### config.mk
export PLATFORM = sky130hd
export DESIGN_NAME = fetch_stage
export DESIGN_NICKNAME = d
export VERILOG_FILES = /design/src/rtl/fetch_stage.sv
export SDC_FILE = /design/constraint.sdc
export NUM_CORES = 1
export LEC_CHECK = 0
export CORE_AREA = 2 2 85 128
export DETAILED_ROUTE_END_ITERATION = 10
export DIE_AREA = 0 0 87 130
export PLACE_DENSITY_LB_ADDON = 0.12
export SYNTH_ARGS = -nofsm -noshare
export SYNTH_HDL_FRONTEND = slang
export SYNTH_SLANG_ARGS = --single-unit
### constraint.sdc
create_clock -name clk -period 1.8 [get_ports clk]
set_input_delay 0.54 -clock clk [delete_from_list [all_inputs] [get_ports clk]]
set_output_delay 0.54 -clock clk [all_outputs]
set_load 0.005 [all_outputs]
### src/rtl/fetch_stage.sv
// LC-3b fetch stage: owns the PC and the DE pipeline latch, honours decode/MEM
// stalls and MEM-stage redirects, and keeps saturating fetch/bubble counters.
module fetch_stage #(
    parameter logic [15:0] RESET_PC = 16'h0000,
    parameter int          CNT_W    = 16
) (
    input  logic             clk,
    input  logic             reset,
    output logic [15:0]      icache_addr,
    input  logic             icache_r,
    input  logic [15:0]      icache_data,
    input  logic             dep_stall,
    input  logic             mem_stall,
    input  logic             v_de_br_stall,
    input  logic             v_agex_br_stall,
    input  logic             v_mem_br_stall,
    input  logic [1:0]       mem_pcmux,
    input  logic [15:0]      target_pc,
    input  logic [15:0]      trap_pc,
    output logic [15:0]      de_npc,
    output logic [15:0]      de_ir,
    output logic             de_v,
    output logic [CNT_W-1:0] fetch_count,
    output logic [CNT_W-1:0] bubble_count
);

    localparam logic [CNT_W-1:0] CNT_MAX = {CNT_W{1'b1}};
    localparam logic [CNT_W-1:0] CNT_ONE = {{(CNT_W-1){1'b0}}, 1'b1};

    logic [15:0]      pc_q, pc_d;
    logic [15:0]      de_npc_q, de_npc_d;
    logic [15:0]      de_ir_q, de_ir_d;
    logic             de_v_q, de_v_d;
    logic [CNT_W-1:0] fetch_cnt_q, fetch_cnt_d;
    logic [CNT_W-1:0] bubble_cnt_q, bubble_cnt_d;

    logic        ld_de_s, br_block_s, fetch_ok_s, redirect_s;
    logic [15:0] pc_plus2_s;

    always_comb begin
        ld_de_s    = ~dep_stall & ~mem_stall;
        br_block_s = v_de_br_stall | v_agex_br_stall | v_mem_br_stall;
        fetch_ok_s = icache_r & ~br_block_s;
        redirect_s = v_mem_br_stall & ~mem_stall;
        pc_plus2_s = pc_q + 16'h0002;
    end

    // Redirect outranks sequential fetch and never fetches in the same cycle.
    always_comb begin
        pc_d = pc_q;
        if (redirect_s) begin
            case (mem_pcmux)
                2'd1:    pc_d = target_pc;
                2'd2:    pc_d = trap_pc;
                default: pc_d = pc_q;
            endcase
        end else if (fetch_ok_s && ld_de_s) begin
            pc_d = pc_plus2_s;
        end else begin
            pc_d = pc_q;
        end
    end

    // DE fields load together whenever decode accepts, even for a bubble.
    always_comb begin
        de_v_d       = de_v_q;
        de_ir_d      = de_ir_q;
        de_npc_d     = de_npc_q;
        fetch_cnt_d  = fetch_cnt_q;
        bubble_cnt_d = bubble_cnt_q;
        if (ld_de_s) begin
            de_v_d   = fetch_ok_s;
            de_ir_d  = icache_data;
            de_npc_d = pc_plus2_s;
            if (fetch_ok_s) begin
                if (fetch_cnt_q != CNT_MAX) begin
                    fetch_cnt_d = fetch_cnt_q + CNT_ONE;
                end else begin
                    fetch_cnt_d = fetch_cnt_q;
                end
            end else begin
                if (bubble_cnt_q != CNT_MAX) begin
                    bubble_cnt_d = bubble_cnt_q + CNT_ONE;
                end else begin
                    bubble_cnt_d = bubble_cnt_q;
                end
            end
        end else begin
            de_v_d = de_v_q;
        end
    end

    always_ff @(posedge clk) begin
        if (reset) begin
            pc_q         <= RESET_PC;
            de_npc_q     <= 16'h0000;
            de_ir_q      <= 16'h0000;
            de_v_q       <= 1'b0;
            fetch_cnt_q  <= {CNT_W{1'b0}};
            bubble_cnt_q <= {CNT_W{1'b0}};
        end else begin
            pc_q         <= pc_d;
            de_npc_q     <= de_npc_d;
            de_ir_q      <= de_ir_d;
            de_v_q       <= de_v_d;
            fetch_cnt_q  <= fetch_cnt_d;
            bubble_cnt_q <= bubble_cnt_d;
        end
    end

    assign icache_addr  = pc_q;
    assign de_npc       = de_npc_q;
    assign de_ir        = de_ir_q;
    assign de_v         = de_v_q;
    assign fetch_count  = fetch_cnt_q;
    assign bubble_count = bubble_cnt_q;

endmodule

# Word level (Yosys, flattened, before mapping)
# Index checks and enable logic that the tools add are counted.
# W data, S select, Z words.
# word_totals
elab_cells	31
output_inout_bits	81
romBits	0
mem_bits_rw	0
latch_bits	0
n_memories	0
reg_bits	81
# classes
n_eq_ne	5
addsub	3
n_mul	0
magnitude_cmp	0
n_shift	0
div	0
reduce_logical	5
mux	3
bitwise_logic	9
# ops
operator	n
$add A16 B1 Y16 const B	2
$mux W16	2
$ne A16 B16 Y1 const B	2
$pmux W16 S2	1
$add A16 B2 Y16 const B	1
$reduce_and A3 Y1	2
$not A1 Y1	4
$and A1 B1 Y1	3
$ne A3 B1 Y1 const B	1
$eq A2 B1 Y1 const B	1
$eq A2 B2 Y1 const B	1
$or A1 B1 Y1	2
$reduce_and A2 Y1	1
$reduce_bool A2 Y1	1
$logic_and A1 B1 Y1	1

# Logic depth before layout (Yosys ltp)
# Gate-level depths: netlist (run 1).
# depth
depth_word	7
mapped_depth	8

# Worst setup path after synthesis (run 1)
# Ideal clock, no wire load.
# synth_timing
path_type	input-to-reg
startpoint	in v_mem_br_stall
endpoint	reg pc_q[13], in the netlist icache_addr[13]
required_time_ns	1.672
arrival_ns	1.805
cell_stages	6
path_slack_ns	-0.133
n_path_buf	1
path_cell_list	or4b_1 > buf_6 > o22ai_4 > o21ai_2 > a221oi_2 > nor2_1
# synth_via
elab_chain_cells	6
elab_cells_between_ends	9
cone_classes	eq/ne: 1; mux: 1; bitwise: 4; reduce/logical: 3
# synth_lines
item	line	source
start, declared	16	input logic v_mem_br_stall,
$or A1 B1 Y1	42	br_block_s = v_de_br_stall | v_agex_br_stall | v_mem_br_stall;
$not A1 Y1	43	fetch_ok_s = icache_r & ~br_block_s;
$and A1 B1 Y1	43	
$logic_and A1 B1 Y1	57	end else if (fetch_ok_s && ld_de_s) begin
$reduce_bool A2 Y1 (no source line)	-	
$reduce_and A2 Y1 (no source line)	-	
end signal, assigned	102	pc_q <= pc_d;
end, declared	30	logic [15:0] pc_q, pc_d;
# Several ways; a longest one is shown, not always the timed one.
# A chain may end at the register's enable or synchronous reset.

# Final worst setup path (run 1)
# layout_timing
startpoint	in v_de_br_stall
endpoint	reg fetch_cnt_q[6], in the netlist fetch_count[6]
# layout_via
elab_chain_cells	5
# layout_lines
item	line	source
start, declared	14	input logic v_de_br_stall,
$or A1 B1 Y1 (2 in a row)	42	
$not A1 Y1	43	
$and A1 B1 Y1	43	
$reduce_and A3 Y1 (no source line)	-	
end signal, assigned	99	fetch_cnt_q <= {CNT_W{1'b0}};
end signal, assigned	106	fetch_cnt_q <= fetch_cnt_d;
end, declared	34	logic [CNT_W-1:0] fetch_cnt_q, fetch_cnt_d;
# Every way passes these cells.

==> impl_results.html, run 1 <==
<table>
<tr><th>Metric</th><th>Value</th></tr>
<tr><th colspan="2">Yosys</th></tr>
<tr><td>Sequential-to-total area share from yosys stat</td><td>a little under 40%</td></tr>
<tr><td>Leading post-synthesis cells by cell area</td><td>sky130_fd_sc_hd__dfxtp_1 (40%), sky130_fd_sc_hd__nand2_1 (8.2%), sky130_fd_sc_hd__a21oi_1 (6.0%), sky130_fd_sc_hd__xnor2_1 (5.8%), sky130_fd_sc_hd__nor2_1 (5.4%)</td></tr>
<tr><td>Synthesized instance count</td><td>~510</td></tr>
<tr><td>Cell area after synthesis</td><td>4080 µm²</td></tr>
<tr><td>Number of unique standard cell types used by synthesis</td><td>53</td></tr>
<tr><td>Leading cell type by number of instances after synthesis</td><td>sky130_fd_sc_hd__nand2_1</td></tr>
<tr><td>Share of synthesized flip-flops with an asynchronous set or reset</td><td>0%</td></tr>
<tr><td>Flops &amp; latches, synth</td><td>81</td></tr>
<tr><td>Number of nets in the synthesized netlist</td><td>~570</td></tr>
<tr><td>Syn Area/Cell</td><td>about 8.0 µm²</td></tr>
<tr><td>Yosys top cell area share</td><td>between 30% and 40%</td></tr>
<tr><td>Most common library cells after synthesis</td><td>sky130_fd_sc_hd__nand2_1 (89), sky130_fd_sc_hd__dfxtp_1 (81), sky130_fd_sc_hd__nor2_1 (59)</td></tr>
<tr><td>Post-synthesis cell type with the largest combined area</td><td>sky130_fd_sc_hd__dfxtp_1</td></tr>
<tr><td>Synth Warn #</td><td>0</td></tr>
<tr><td>Number of synthesized flops with an enable pin</td><td>0</td></tr>
<tr><td>Top FF cell, synth</td><td>sky130_fd_sc_hd__dfxtp_1</td></tr>
<tr><th colspan="2">Global routing</th></tr>
<tr><td>Total global-route track usage</td><td>21.6%</td></tr>
<tr><td>Overflow left after global routing</td><td>0</td></tr>
<tr><td>First-pass GRT wire length</td><td>19,400 µm</td></tr>
<tr><td>Number of antenna violations at the first check in global routing</td><td>0</td></tr>
<tr><td>Via count of the first global-routing pass</td><td>roughly 4,000</td></tr>
<tr><td>Largest net degree at the start of global routing</td><td>82</td></tr>
<tr><th colspan="2">Finish</th></tr>
<tr><td>Area growth syn-to-layout</td><td>62.0%</td></tr>
<tr><td>Fraction of final layout cells with drive strength greater than 1</td><td>24.9%</td></tr>
<tr><td>Share of the core filled with cells in the final layout</td><td>about 64%</td></tr>
<tr><td>Count of inserted antenna diode cells</td><td>0</td></tr>
<tr><td>Layout Nets</td><td>759</td></tr>
<tr><td>Number of non-filler instances in the completed layout</td><td>823</td></tr>
<tr><td>Post-route standard cell area excluding fillers</td><td>6610 µm²</td></tr>
<tr><th colspan="2">STA</th></tr>
<tr><td>Slew at the pin with the worst max-slew slack</td><td>between 0.4 and 0.5 ns</td></tr>
<tr><td>Portion of the clock cycle consumed by the worst path in the final layout</td><td>99.7%</td></tr>
<tr><td>Remaining max-slew budget at the tightest pin</td><td>69.7%</td></tr>
<tr><td>Least setup slack across all paths after layout</td><td>0.00604 ns</td></tr>
<tr><td>Fmax</td><td>557 MHz</td></tr>
<tr><td>Endpoints failing setup</td><td>0</td></tr>
<tr><td>Worst clock skew on the final layout</td><td>around 0.0067 ns</td></tr>
<tr><td>Number of max-slew violations in the final report</td><td>0</td></tr>
<tr><td>Setup repair after global routing missed its margin</td><td>true</td></tr>
<tr><td>Time the final worst path needs with I/O delays and setup</td><td>1.79 ns</td></tr>
<tr><td>Post-route worst hold slack</td><td>between 0.4 and 0.5 ns</td></tr>
<tr><td>Number of hold violations in the final report</td><td>0</td></tr>
<tr><th colspan="2">Clocking</th></tr>
<tr><td>Number of clock sinks</td><td>81</td></tr>
<tr><td>Hold buffer count at cts</td><td>0</td></tr>
<tr><td>TritonCTS clock tree</td><td>built</td></tr>
<tr><td>Clock transition at path regs</td><td>0.07 ns</td></tr>
<tr><td>CTS Buf Count</td><td>9</td></tr>
<tr><td>Buffer levels on the longest clock path</td><td>2</td></tr>
<tr><td>Count of H-tree levels built during CTS</td><td>3</td></tr>
<tr><td>Clk Latency, worst-skew pair</td><td>0.34 ns</td></tr>
<tr><td>Clock root buffer master</td><td>sky130_fd_sc_hd__clkbuf_16</td></tr>
<tr><th colspan="2">Detailed routing</th></tr>
<tr><td>Detail-routed net length per standard cell</td><td>~15 µm</td></tr>
<tr><td>Final ANT Viol Nets</td><td>0</td></tr>
<tr><td>Number of DRC markers after the initial detailed-route iteration</td><td>approximately 210</td></tr>
<tr><td>Total via count in the routed design</td><td>4,369</td></tr>
<tr><td>Total wire length after detailed routing</td><td>12,700 µm</td></tr>
<tr><td>Number of design rule violations left after detail routing</td><td>0</td></tr>
<tr><td>Detail-routed via count per cell</td><td>5.31</td></tr>
<tr><td>First-pass DRT Iterations</td><td>5</td></tr>
<tr><th colspan="2">Floorplanning</th></tr>
<tr><td>Floorplan die area</td><td>11,300 µm²</td></tr>
<tr><td>Core Region</td><td>between 10,000 and 15,000 µm²</td></tr>
<tr><td>Die boundary width</td><td>87 µm</td></tr>
<tr><td>Initial core utilization</td><td>39.6%</td></tr>
<tr><td>Chip Height</td><td>roughly 130 µm</td></tr>
<tr><td>Rows</td><td>46</td></tr>
<tr><td>IO Pins</td><td>~140</td></tr>
<tr><th colspan="2">Critical path</th></tr>
<tr><td>Worst setup path category</td><td>input port to flop</td></tr>
<tr><td>CP cell instances</td><td>buf_8 -&gt; or4b_4 -&gt; buf_12 -&gt; nor3_4 -&gt; buf_6 -&gt; o2111ai_4 -&gt; xor2_1 -&gt; nor2_1</td></tr>
<tr><td>Critical path data arrival time</td><td>2.00 ns</td></tr>
<tr><td>Slowest cell on the critical path</td><td>sky130_fd_sc_hd__or4b_4</td></tr>
<tr><td>Data required time of the worst path</td><td>2.01 ns</td></tr>
<tr><td>Maximum fanout along the worst path</td><td>4</td></tr>
<tr><td>Largest stage delay on the critical path</td><td>0.58 ns</td></tr>
<tr><td>Critical Path Start Type</td><td>input port</td></tr>
<tr><td>CP endpoint kind</td><td>flop</td></tr>
<tr><th colspan="2">Flow run</th></tr>
<tr><td>Max-Cap Viols</td><td>0</td></tr>
<tr><th colspan="2">Pwr</th></tr>
<tr><td>Maximum resistive drop on vdd</td><td>0.000474 V</td></tr>
<tr><td>Power Dens Cells</td><td>roughly 650 nW/µm²</td></tr>
<tr><td>Static Leak</td><td>roughly 2.5 nW</td></tr>
<tr><th colspan="2">Place</th></tr>
<tr><td>Placement-stage worst setup slack</td><td>-0.695 ns</td></tr>
<tr><td>Area post-placement</td><td>between 5000 and 6000 µm²</td></tr>
<tr><td>Input/output buffers</td><td>138</td></tr>
<tr><td>Final HPWL DP</td><td>9120 µm</td></tr>
<tr><td>RePlAce Congestion</td><td>roughly 0.86</td></tr>
<tr><td>Post-placement cell count</td><td>790</td></tr>
<tr><th colspan="2">Run status</th></tr>
<tr><td>Run status</td><td>completed</td></tr>
<tr><th colspan="2">Worst hold path</th></tr>
<tr><td>Path category of the worst min-delay check</td><td>flop to flop</td></tr>
</table>
## path summary, 6_finish.rpt
path / slack, ns / cells past startpoint / startpoint / endpoint
hold reg to reg: 0.45 / 2 / de_ir[6]$_SDFFE_PP0P_ / de_ir[6]$_SDFFE_PP0P_
hold / removal: 0.45 / 2 / de_ir[6]$_SDFFE_PP0P_ / de_ir[6]$_SDFFE_PP0P_
setup / recovery: 0.006 / 8 / v_de_br_stall / fetch_count[6]$_SDFFE_PP0P_
setup reg to reg: 0.06 / 7 / icache_addr[2]$_SDFFE_PP0P_ / icache_addr[15]$_SDFFE_PP0P_
## worst max-delay path, delay by kind of cell
family	cells	cell delay (ns)
buf+inv	3	0.39
simple gates	3	0.82
xor+xnor	1	0.17
compound gates	1	0.09
## cells by family after synthesis
family / count (synthesis) / synth area share [%]
AO/OA/AOI/OAI: 111 / 17.5
XOR/XNOR: 37 / 7.94
adder cells (fa/ha/maj): 3 / 0.920
buffers and inverters: 39 / 4.39
flip-flops: 81 / 39.7
multiplexers: 5 / 1.23
AND/OR/NAND/NOR: 237 / 28.3
## cells in the final DEF (no fill, tap or decap), types with 3 or more instances in the layout
cell / netlist / layout
sky130_fd_sc_hd__a211oi_1: 17 / 17
sky130_fd_sc_hd__a21oi_1: 49 / 48
sky130_fd_sc_hd__a221oi_2: 3 / 3
sky130_fd_sc_hd__a22oi_1: 4 / 4
sky130_fd_sc_hd__a31oi_1: 3 / 3
sky130_fd_sc_hd__and4_1: 6 / 6
sky130_fd_sc_hd__buf_12: 0 / 4
sky130_fd_sc_hd__buf_4: 1 / 62
sky130_fd_sc_hd__buf_6: 2 / 7
sky130_fd_sc_hd__clkbuf_16: 0 / 9
sky130_fd_sc_hd__clkdlybuf4s50_1: 0 / 117
sky130_fd_sc_hd__dfxtp_1: 81 / 39
sky130_fd_sc_hd__dfxtp_2: 0 / 25
sky130_fd_sc_hd__dfxtp_4: 0 / 17
sky130_fd_sc_hd__dlygate4sd2_1: 0 / 9
sky130_fd_sc_hd__dlymetal6s2s_1: 0 / 7
sky130_fd_sc_hd__inv_1: 3 / 3
sky130_fd_sc_hd__mux2i_1: 5 / 4
sky130_fd_sc_hd__nand2_1: 89 / 89
sky130_fd_sc_hd__nand3_1: 19 / 15
sky130_fd_sc_hd__nand3_2: 0 / 4
sky130_fd_sc_hd__nand4_1: 16 / 16
sky130_fd_sc_hd__nor2_1: 59 / 58
sky130_fd_sc_hd__nor3_1: 13 / 8
sky130_fd_sc_hd__nor3_2: 1 / 4
sky130_fd_sc_hd__nor3_4: 1 / 3
sky130_fd_sc_hd__nor4_1: 9 / 7
sky130_fd_sc_hd__nor4_2: 1 / 3
sky130_fd_sc_hd__o21ai_0: 16 / 7
sky130_fd_sc_hd__o21ai_1: 3 / 12
sky130_fd_sc_hd__xnor2_1: 27 / 27
sky130_fd_sc_hd__xor2_1: 10 / 10
## layer usage
layer | vias to the layer above | wire length (µm) | global-route usage (%)
li1 | 2175 | - | -
met1 | 2045 | 5000 | 25.0
met2 | 131 | 6730 | 38.6
met3 | 18 | 699 | 4.36
met4 | 0 | 276 | 8.18
met5 | - | 0 | 0
## layout make-up
type / instances / area, µm²
flip-flops and latches: 81 / 1720
fillers: 928 / 3690
repair buffers: 210 / 1990
well taps: 120 / 150
multi-input cells: 393 / 2440
inverters: 3 / 11.3
clock inverters: 7 / 77.6
clock buffers: 9 / 225
## power by group
part	total (mW)	internal [mW]	switching (mW)
clock	1.88	1.09	0.789
combinational	0.589	0.335	0.254
sequential	1.86	1.82	0.0344
## state kept, by name, indices dropped and copies added (netlist names)
name and cells:
bubble_count 16, de_ir 16, icache_addr 16, fetch_count 16, de_npc 16, de_v 1
## through the flow
step / setup TNS [ns] / total power [mW]
after global placement: -32.14 / 2.48
after detailed placement: -33.65 / 2.49
final: 0 / 4.32
after floorplan: -0.375 / 2.14
after global routing: -0.0791 / 4.50
after CTS: -0.0141 / 4.36
## what timing repair did
item	4_1_cts	5_1_grt
setup buffers	7	10
pin swaps	11	18
resized for setup	71	61
setup endpoints to repair	85	60
Power figures use the tool's default switching activity.
==> run 2: changes to the inputs <==
CORE_AREA = 2 2 83 125   (was 2 2 85 128)
CTS_BUF_LIST = sky130_fd_sc_hd__clkbuf_8   (was unset)
DIE_AREA = 0 0 85 127   (was 0 0 87 130)
SKIP_CTS_REPAIR_TIMING = 1   (was unset)
==> run 2 against run 1 <==
Global-route usage increased by 0.51 points; power decreased by 14%; non-clock buffer count increased by 10; cell area increased by 0.81%; fmax increased by 2.0%; die area decreased by 4.6%; flip-flop and latch count unchanged; clock skew increased by 0.0036 ns; critical path depth decreased by 7; combinational power decreased by 2%; largest power group is now sequential cells.
==> impl_results.html, run 2 (synthesis results as in run 1) <==
<table>
<tr><th>Metric</th><th>Value</th></tr>
<tr><th colspan="2">Run status</th></tr>
<tr><td>Run status</td><td>completed (unchanged)</td></tr>
<tr><th colspan="2">Finish</th></tr>
<tr><td>Layout Nets</td><td>769 (was 759)</td></tr>
<tr><td>Count of inserted antenna diode cells</td><td>0 (unchanged)</td></tr>
<tr><td>Number of non-filler instances in the completed layout</td><td>828 (was 823)</td></tr>
<tr><td>Fraction of final layout cells with drive strength greater than 1</td><td>26.8% (was 24.9%)</td></tr>
<tr><td>Area growth syn-to-layout</td><td>63.4% (was 62.0%)</td></tr>
<tr><td>Most frequent standard cell in the layout excluding fill and tap cells</td><td>sky130_fd_sc_hd__clkdlybuf4s50_1 (unchanged)</td></tr>
<tr><td>Post-route standard cell area excluding fillers</td><td>6670 µm² (was 6610 µm²)</td></tr>
<tr><td>Commonest non-fill, non-tap cells in the layout</td><td>sky130_fd_sc_hd__clkdlybuf4s50_1 (91), sky130_fd_sc_hd__nand2_1 (86), sky130_fd_sc_hd__buf_4 (78), sky130_fd_sc_hd__nor2_1 (58), sky130_fd_sc_hd__a21oi_1 (48) (was sky130_fd_sc_hd__clkdlybuf4s50_1 (117), sky130_fd_sc_hd__nand2_1 (89), sky130_fd_sc_hd__buf_4 (62), sky130_fd_sc_hd__nor2_1 (58), sky130_fd_sc_hd__a21oi_1 (48))</td></tr>
<tr><th colspan="2">Place</th></tr>
<tr><td>Area post-placement</td><td>5920 µm² (about the same)</td></tr>
<tr><td>Final HPWL DP</td><td>8840 µm (was 9120 µm)</td></tr>
<tr><td>RePlAce Congestion</td><td>0.879 (was 0.859)</td></tr>
<tr><td>Post-placement cell count</td><td>790 (unchanged)</td></tr>
<tr><td>Input/output buffers</td><td>138 (unchanged)</td></tr>
<tr><th colspan="2">Clocking</th></tr>
<tr><td>Clock root buffer master</td><td>sky130_fd_sc_hd__clkbuf_8 (was sky130_fd_sc_hd__clkbuf_16)</td></tr>
<tr><td>Count of H-tree levels built during CTS</td><td>3 (unchanged)</td></tr>
<tr><td>TritonCTS clock tree</td><td>built (unchanged)</td></tr>
<tr><td>Clock transition at path regs</td><td>0.08 ns (was 0.07 ns)</td></tr>
<tr><td>Clk Latency, worst-skew pair</td><td>0.37 ns (was 0.34 ns)</td></tr>
<tr><td>Buffer levels on the longest clock path</td><td>2 (unchanged)</td></tr>
<tr><td>Number of clock sinks</td><td>81 (unchanged)</td></tr>
<tr><td>CTS Buf Count</td><td>9 (unchanged)</td></tr>
<tr><th colspan="2">Global routing</th></tr>
<tr><td>Number of antenna violations at the first check in global routing</td><td>0 (unchanged)</td></tr>
<tr><td>Via count of the first global-routing pass</td><td>4,185 (was 4,020)</td></tr>
<tr><td>Total global-route track usage</td><td>22.1% (was 21.6%)</td></tr>
<tr><td>Largest net degree at the start of global routing</td><td>82 (unchanged)</td></tr>
<tr><td>Overflow left after global routing</td><td>0 (unchanged)</td></tr>
<tr><td>First-pass GRT wire length</td><td>19,500 µm (was 19,400 µm)</td></tr>
<tr><th colspan="2">Pwr</th></tr>
<tr><td>Sequential share of power</td><td>49.7% (was 43.0%)</td></tr>
<tr><td>Static Leak</td><td>3.09 nW (was 2.47 nW)</td></tr>
<tr><td>Switching power</td><td>0.943 mW (was 1.08 mW)</td></tr>
<tr><td>Gate power share</td><td>15.5% (was 13.6%)</td></tr>
<tr><td>Internal power</td><td>2.77 mW (was 3.24 mW)</td></tr>
<tr><td>Switching share of power</td><td>25.4% (was 24.9%)</td></tr>
<tr><td>Relative contribution of the clock network to total power</td><td>34.8% (was 43.4%)</td></tr>
<tr><td>Power Dens Cells</td><td>557 nW/µm² (was 654 nW/µm²)</td></tr>
<tr><td>Total power</td><td>3.71 mW (was 4.32 mW)</td></tr>
<tr><td>Maximum resistive drop on vdd</td><td>0.000384 V (was 0.000474 V)</td></tr>
<tr><th colspan="2">STA</th></tr>
<tr><td>Portion of the clock cycle consumed by the worst path in the final layout</td><td>97.8% (was 99.7%)</td></tr>
<tr><td>Remaining max-slew budget at the tightest pin</td><td>73.4% (was 69.7%)</td></tr>
<tr><td>Time the final worst path needs with I/O delays and setup</td><td>1.76 ns (was 1.79 ns)</td></tr>
<tr><td>Post-route worst hold slack</td><td>0.454 ns (was 0.452 ns)</td></tr>
<tr><td>Endpoints failing setup</td><td>0 (unchanged)</td></tr>
<tr><td>Number of hold violations in the final report</td><td>0 (unchanged)</td></tr>
<tr><td>Worst clock skew on the final layout</td><td>0.0103 ns (was 0.00674 ns)</td></tr>
<tr><td>Slew at the pin with the worst max-slew slack</td><td>0.399 ns (was 0.451 ns)</td></tr>
<tr><td>Fmax</td><td>568 MHz (was 557 MHz)</td></tr>
<tr><td>Number of max-slew violations in the final report</td><td>0 (unchanged)</td></tr>
<tr><th colspan="2">Floorplanning</th></tr>
<tr><td>Chip Height</td><td>127 µm (was 130 µm)</td></tr>
<tr><td>Floorplan die area</td><td>10,800 µm² (was 11,300 µm²)</td></tr>
<tr><td>Initial core utilization</td><td>42.4% (was 39.6%)</td></tr>
<tr><td>Core Region</td><td>9630 µm² (was 10,300 µm²)</td></tr>
<tr><td>Rows</td><td>44 (was 46)</td></tr>
<tr><td>Die boundary width</td><td>85 µm (was 87 µm)</td></tr>
<tr><td>IO Pins</td><td>139 (unchanged)</td></tr>
<tr><th colspan="2">Critical path</th></tr>
<tr><td>Critical Path Start Type</td><td>flop (was input port)</td></tr>
<tr><td>Slowest cell on the critical path</td><td>sky130_fd_sc_hd__clkdlybuf4s50_1 (was sky130_fd_sc_hd__or4b_4)</td></tr>
<tr><td>CP cell instances</td><td>clkdlybuf4s50_1 (was buf_8 -&gt; or4b_4 -&gt; buf_12 -&gt; nor3_4 -&gt; buf_6 -&gt; o2111ai_4 -&gt; xor2_1 -&gt; nor2_1)</td></tr>
<tr><td>Worst setup path category</td><td>flop to primary output (was input port to flop)</td></tr>
<tr><td>Critical path data arrival time</td><td>1.22 ns (was 2.00 ns)</td></tr>
<tr><td>CP endpoint kind</td><td>primary output (was flop)</td></tr>
<tr><td>Largest stage delay on the critical path</td><td>0.50 ns (was 0.58 ns)</td></tr>
<tr><td>CP top delay family</td><td>buffers and inverters (was simple AND/OR/NAND/NOR gates)</td></tr>
<tr><td>Cell depth of the worst setup path</td><td>1 (was 8)</td></tr>
<tr><td>Worst Reg-to-Reg Cells</td><td>7 (unchanged)</td></tr>
<tr><td>Buffers and inverters on the worst path</td><td>1 (was 3)</td></tr>
<tr><td>Maximum fanout along the worst path</td><td>4 (unchanged)</td></tr>
<tr><td>Data required time of the worst path</td><td>1.26 ns (was 2.01 ns)</td></tr>
<tr><th colspan="2">Detailed routing</th></tr>
<tr><td>Final ANT Viol Nets</td><td>0 (unchanged)</td></tr>
<tr><td>Number of design rule violations left after detail routing</td><td>0 (unchanged)</td></tr>
<tr><td>Detail-routed net length per standard cell</td><td>15.1 µm (was 15.4 µm)</td></tr>
<tr><td>Total via count in the routed design</td><td>4,382 (was 4,369)</td></tr>
<tr><td>Number of DRC markers after the initial detailed-route iteration</td><td>163 (was 206)</td></tr>
<tr><td>First-pass DRT Iterations</td><td>4 (was 5)</td></tr>
<tr><td>Detail-routed via count per cell</td><td>5.29 (was 5.31)</td></tr>
<tr><td>Total wire length after detailed routing</td><td>12,500 µm (was 12,700 µm)</td></tr>
<tr><th colspan="2">Worst hold path</th></tr>
<tr><td>Path category of the worst min-delay check</td><td>flop to flop (unchanged)</td></tr>
<tr><td>Hold path cells</td><td>2 (unchanged)</td></tr>
<tr><th colspan="2">Flow run</th></tr>
<tr><td>Max-Cap Viols</td><td>0 (unchanged)</td></tr>
</table>
## run 2: final timing paths
check	startpoint	end	slack, ns
worst min-delay path	de_ir[2]$_SDFFE_PP0P_	de_ir[2]$_SDFFE_PP0P_	0.45
worst max register to register	icache_addr[1]$_SDFFE_PP0P_	de_npc[15]$_SDFFE_PP0P_	0.13
worst max-delay path	fetch_count[8]$_SDFFE_PP0P_	fetch_count[8]	0.04
worst min register to register	de_ir[2]$_SDFFE_PP0P_	de_ir[2]$_SDFFE_PP0P_	0.45
## run 2: routing by layer
layer	up-vias	routed length, µm	GRT usage [%]
met3	21	741	6.20
met4	0	310	8.68
met1	2028	4950	25.4
met5	-	0	0
li1	2199	-	-
met2	134	6510	38.4
## run 2: metrics by stage
step                      TNS (ns)  utilization, %  worst slack [ns]
final                            0            69.2            0.0404
after CTS                   -12.26            63.4            -0.297
after floorplan             -0.375               -            -0.112
after global placement      -33.97            61.5            -0.646
after detailed placement    -36.38            61.5            -0.691
after global routing      -0.00601            69.2          -0.00456
## run 2: layout make-up
class,instances,area [µm²]
clock buffer,9,124
clock inverter,7,65.1
fill,807,2970
inverter,3,11.3
multi-input combinational,393,2450
sequential,81,1740
tap,115,144
timing repair buffer,220,2130
## run 2: worst reg2reg max path, delay by kind of cell, from the launching register on
kind,cells,cell delay (ns)
buffers and inverters,1,0.16
flip-flops,1,0.35
adder cells (fa/ha/maj),1,0.20
AND/OR/NAND/NOR,4,0.67
AO/OA/AOI/OAI,1,0.21
## run 2: power groups by stage
stage                     registers, mW  logic [mW]  clock network, mW
after CTS                          1.88       0.567               1.33
after global routing               1.85       0.627               1.41
final                              1.84       0.577               1.29
after detailed placement           1.92       0.564                  0
after floorplan                    1.92       0.222                  0
after global placement             1.92       0.555                  0
==> run 3: changes to the inputs <==
CORE_AREA = 2 2 92 138   (was 2 2 83 125)
DIE_AREA = 0 0 94 140   (was 0 0 85 127)
==> run 3 against run 2 <==
Power decreased by 0.94%; fmax down 0.65%; non-clock buffer count is 3 higher; largest power group unchanged; sequential power hardly changed; critical path type unchanged; utilization down 13 points; critical endpoint is now fetch_count[14]; combinational power about the same; flip-flop and latch count is the same; global-route usage shrank 2.3 points; clock-buffer cell count unchanged.
==> impl_results.html, run 3 (synthesis results as in run 1) <==
<table>
<tr><th>Metric</th><th>Value</th></tr>
<tr><th colspan="2">Global routing</th></tr>
<tr><td>Total global-route track usage</td><td>19.8% (was 22.1%)</td></tr>
<tr><td>Number of antenna violations at the first check in global routing</td><td>0 (unchanged)</td></tr>
<tr><td>First-pass GRT wire length</td><td>21,000 µm (was 19,500 µm)</td></tr>
<tr><td>Largest net degree at the start of global routing</td><td>82 (unchanged)</td></tr>
<tr><td>Via count of the first global-routing pass</td><td>4,392 (was 4,185)</td></tr>
<tr><td>Overflow left after global routing</td><td>0 (unchanged)</td></tr>
<tr><th colspan="2">Place</th></tr>
<tr><td>RePlAce Congestion</td><td>0.837 (was 0.879)</td></tr>
<tr><td>Input/output buffers</td><td>138 (unchanged)</td></tr>
<tr><td>Final HPWL DP</td><td>9530 µm (was 8840 µm)</td></tr>
<tr><th colspan="2">Critical path</th></tr>
<tr><td>Maximum fanout along the worst path</td><td>4 (unchanged)</td></tr>
<tr><td>Data required time of the worst path</td><td>1.26 ns (about the same)</td></tr>
<tr><td>CP cell instances</td><td>clkdlybuf4s50_1 (unchanged)</td></tr>
<tr><td>Worst setup path category</td><td>flop to primary output (unchanged)</td></tr>
<tr><td>Largest stage delay on the critical path</td><td>0.50 ns (about the same)</td></tr>
<tr><td>CP endpoint kind</td><td>primary output (unchanged)</td></tr>
<tr><td>Slowest cell on the critical path</td><td>sky130_fd_sc_hd__clkdlybuf4s50_1 (unchanged)</td></tr>
<tr><td>Buffers and inverters on the worst path</td><td>1 (unchanged)</td></tr>
<tr><td>Critical path data arrival time</td><td>1.23 ns (was 1.22 ns)</td></tr>
<tr><td>Critical Path Start Type</td><td>flop (unchanged)</td></tr>
<tr><td>CP top delay family</td><td>buffers and inverters (unchanged)</td></tr>
<tr><th colspan="2">STA</th></tr>
<tr><td>Slew at the pin with the worst max-slew slack</td><td>0.401 ns (was 0.399 ns)</td></tr>
<tr><td>Time the final worst path needs with I/O delays and setup</td><td>1.77 ns (was 1.76 ns)</td></tr>
<tr><td>Worst clock skew on the final layout</td><td>0.00907 ns (was 0.0103 ns)</td></tr>
<tr><td>Portion of the clock cycle consumed by the worst path in the final layout</td><td>98.4% (was 97.8%)</td></tr>
<tr><td>Total Neg Setup Slack</td><td>0 ns (unchanged)</td></tr>
<tr><td>Setup repair after global routing missed its margin</td><td>true</td></tr>
<tr><td>Endpoints failing setup</td><td>0 (unchanged)</td></tr>
<tr><td>Fmax</td><td>565 MHz (was 568 MHz)</td></tr>
<tr><td>Number of hold violations in the final report</td><td>0 (unchanged)</td></tr>
<tr><td>Number of max-slew violations in the final report</td><td>0 (unchanged)</td></tr>
<tr><td>Remaining max-slew budget at the tightest pin</td><td>73.3% (was 73.4%)</td></tr>
<tr><th colspan="2">Clocking</th></tr>
<tr><td>Count of H-tree levels built during CTS</td><td>3 (unchanged)</td></tr>
<tr><td>Clk Latency, worst-skew pair</td><td>0.36 ns (was 0.37 ns)</td></tr>
<tr><td>CTS Buf Count</td><td>9 (unchanged)</td></tr>
<tr><td>Number of clock sinks</td><td>81 (unchanged)</td></tr>
<tr><td>Clock transition at path regs</td><td>0.09 ns (was 0.08 ns)</td></tr>
<tr><td>Clock root buffer master</td><td>sky130_fd_sc_hd__clkbuf_8 (unchanged)</td></tr>
<tr><td>Buffer levels on the longest clock path</td><td>2 (unchanged)</td></tr>
<tr><td>TritonCTS clock tree</td><td>built (unchanged)</td></tr>
<tr><th colspan="2">Floorplanning</th></tr>
<tr><td>Initial core utilization</td><td>34.1% (was 42.4%)</td></tr>
<tr><td>Die boundary width</td><td>94 µm (was 85 µm)</td></tr>
<tr><td>Core Region</td><td>12,000 µm² (was 9630 µm²)</td></tr>
<tr><td>IO Pins</td><td>139 (unchanged)</td></tr>
<tr><td>Chip Height</td><td>140 µm (was 127 µm)</td></tr>
<tr><td>Rows</td><td>49 (was 44)</td></tr>
<tr><td>Floorplan die area</td><td>13,200 µm² (was 10,800 µm²)</td></tr>
<tr><th colspan="2">Pwr</th></tr>
<tr><td>Maximum resistive drop on vdd</td><td>0.000367 V (was 0.000384 V)</td></tr>
<tr><td>Static Leak</td><td>3.29 nW (was 3.09 nW)</td></tr>
<tr><td>Total power</td><td>3.67 mW (was 3.71 mW)</td></tr>
<tr><td>Power Dens Cells</td><td>550 nW/µm² (was 557 nW/µm²)</td></tr>
<tr><th colspan="2">Run status</th></tr>
<tr><td>Run status</td><td>completed (unchanged)</td></tr>
<tr><th colspan="2">Flow run</th></tr>
<tr><td>Max-Cap Viols</td><td>0 (unchanged)</td></tr>
<tr><th colspan="2">Detailed routing</th></tr>
<tr><td>Total via count in the routed design</td><td>4,389 (was 4,382)</td></tr>
<tr><td>Final ANT Viol Nets</td><td>0 (unchanged)</td></tr>
<tr><td>Detail-routed via count per cell</td><td>5.05 (was 5.29)</td></tr>
<tr><td>Number of design rule violations left after detail routing</td><td>0 (unchanged)</td></tr>
<tr><td>Number of DRC markers after the initial detailed-route iteration</td><td>165 (was 163)</td></tr>
<tr><td>First-pass DRT Iterations</td><td>4 (unchanged)</td></tr>
<tr><td>Total wire length after detailed routing</td><td>13,400 µm (was 12,500 µm)</td></tr>
<tr><td>Detail-routed net length per standard cell</td><td>15.4 µm (was 15.1 µm)</td></tr>
<tr><th colspan="2">Finish</th></tr>
<tr><td>Commonest non-fill, non-tap cells in the layout</td><td>sky130_fd_sc_hd__nand2_1 (87), sky130_fd_sc_hd__buf_4 (81), sky130_fd_sc_hd__clkdlybuf4s50_1 (80), sky130_fd_sc_hd__nor2_1 (58), sky130_fd_sc_hd__dlymetal6s2s_1 (54) (was sky130_fd_sc_hd__clkdlybuf4s50_1 (91), sky130_fd_sc_hd__nand2_1 (86), sky130_fd_sc_hd__buf_4 (78), sky130_fd_sc_hd__nor2_1 (58), sky130_fd_sc_hd__a21oi_1 (48))</td></tr>
<tr><td>Area growth syn-to-layout</td><td>63.8% (was 63.4%)</td></tr>
<tr><td>Count of inserted antenna diode cells</td><td>0 (unchanged)</td></tr>
<tr><td>FILL cells</td><td>1,157 (was 807)</td></tr>
<tr><td>Fraction of final layout cells with drive strength greater than 1</td><td>25.7% (was 26.8%)</td></tr>
<tr><td>Layout Nets</td><td>772 (was 769)</td></tr>
<tr><td>Most frequent standard cell in the layout excluding fill and tap cells</td><td>sky130_fd_sc_hd__nand2_1 (was sky130_fd_sc_hd__clkdlybuf4s50_1)</td></tr>
<tr><th colspan="2">Worst hold path</th></tr>
<tr><td>Path category of the worst min-delay check</td><td>flop to flop (unchanged)</td></tr>
</table>
==> run 3: cell count changes in the layout (fill, tap and decap cells not counted), sizes merged <==
cell           before  now
bufinv              1    0
clkinvlp            2    3
inv                 6    5
buf                84   87
clkinv              1    2
dlymetal6s2s       43   54
clkdlybuf4s50      91   80
==> run 3: report_power, final <==
group | switching, mW | internal [mW] | total, mW
Clock | 0.746 | 0.510 | 1.26
Combinational | 0.256 | 0.319 | 0.575
Sequential | 0.0300 | 1.81 | 1.84
==> run 3: area by class of cell <==
| class | instances | area (µm²) | share of cell area (%) |
|---|---|---|---|
| Multi-Input combinational cell | 393 | 2390 | 35.8 |
| Timing Repair Buffer | 223 | 2160 | 32.4 |
| Sequential cell | 81 | 1740 | 26.1 |
| Tap cell | 153 | 191 | 2.87 |
| Clock buffer | 9 | 124 | 1.85 |
| Clock inverter | 7 | 53.8 | 0.805 |
| Inverter | 3 | 11.3 | 0.169 |
==> run 3: through the flow <==
stage                     worst slack (ns)  hold WS (ns)  std cells  util (%)  area, µm²
after floorplan                     -0.112         0.446        513         -       4100
after global placement              -0.667         0.442        829      50.0       5980
after detailed placement            -0.735         0.447        829      50.0       5980
after CTS                           -0.340         0.461        845      51.5       6160
after global routing               -0.0141         0.476        869      55.9       6680
final                               0.0289         0.455        869      55.9       6680
==> run 3: final timing paths <==
check	depth (start not counted)	slack, ns	to	start
worst max-delay path	1	0.03	fetch_count[14]	fetch_count[14]$_SDFFE_PP0P_
worst min-delay path	2	0.46	de_ir[2]$_SDFFE_PP0P_	de_ir[2]$_SDFFE_PP0P_
worst max register to register	7	0.15	fetch_count[7]$_SDFFE_PP0P_	fetch_count[0]$_SDFFE_PP0P_
worst min register to register	2	0.46	de_ir[2]$_SDFFE_PP0P_	de_ir[2]$_SDFFE_PP0P_
==> run 3: routing by layer <==
metal / vias up / track usage, % / routed length, µm
li1: 2201 / - / -
met1: 2068 / 22.4 / 5390
met2: 104 / 36.0 / 7180
met3: 16 / 3.71 / 612
met4: 0 / 7.70 / 201
met5: - / 0 / 0
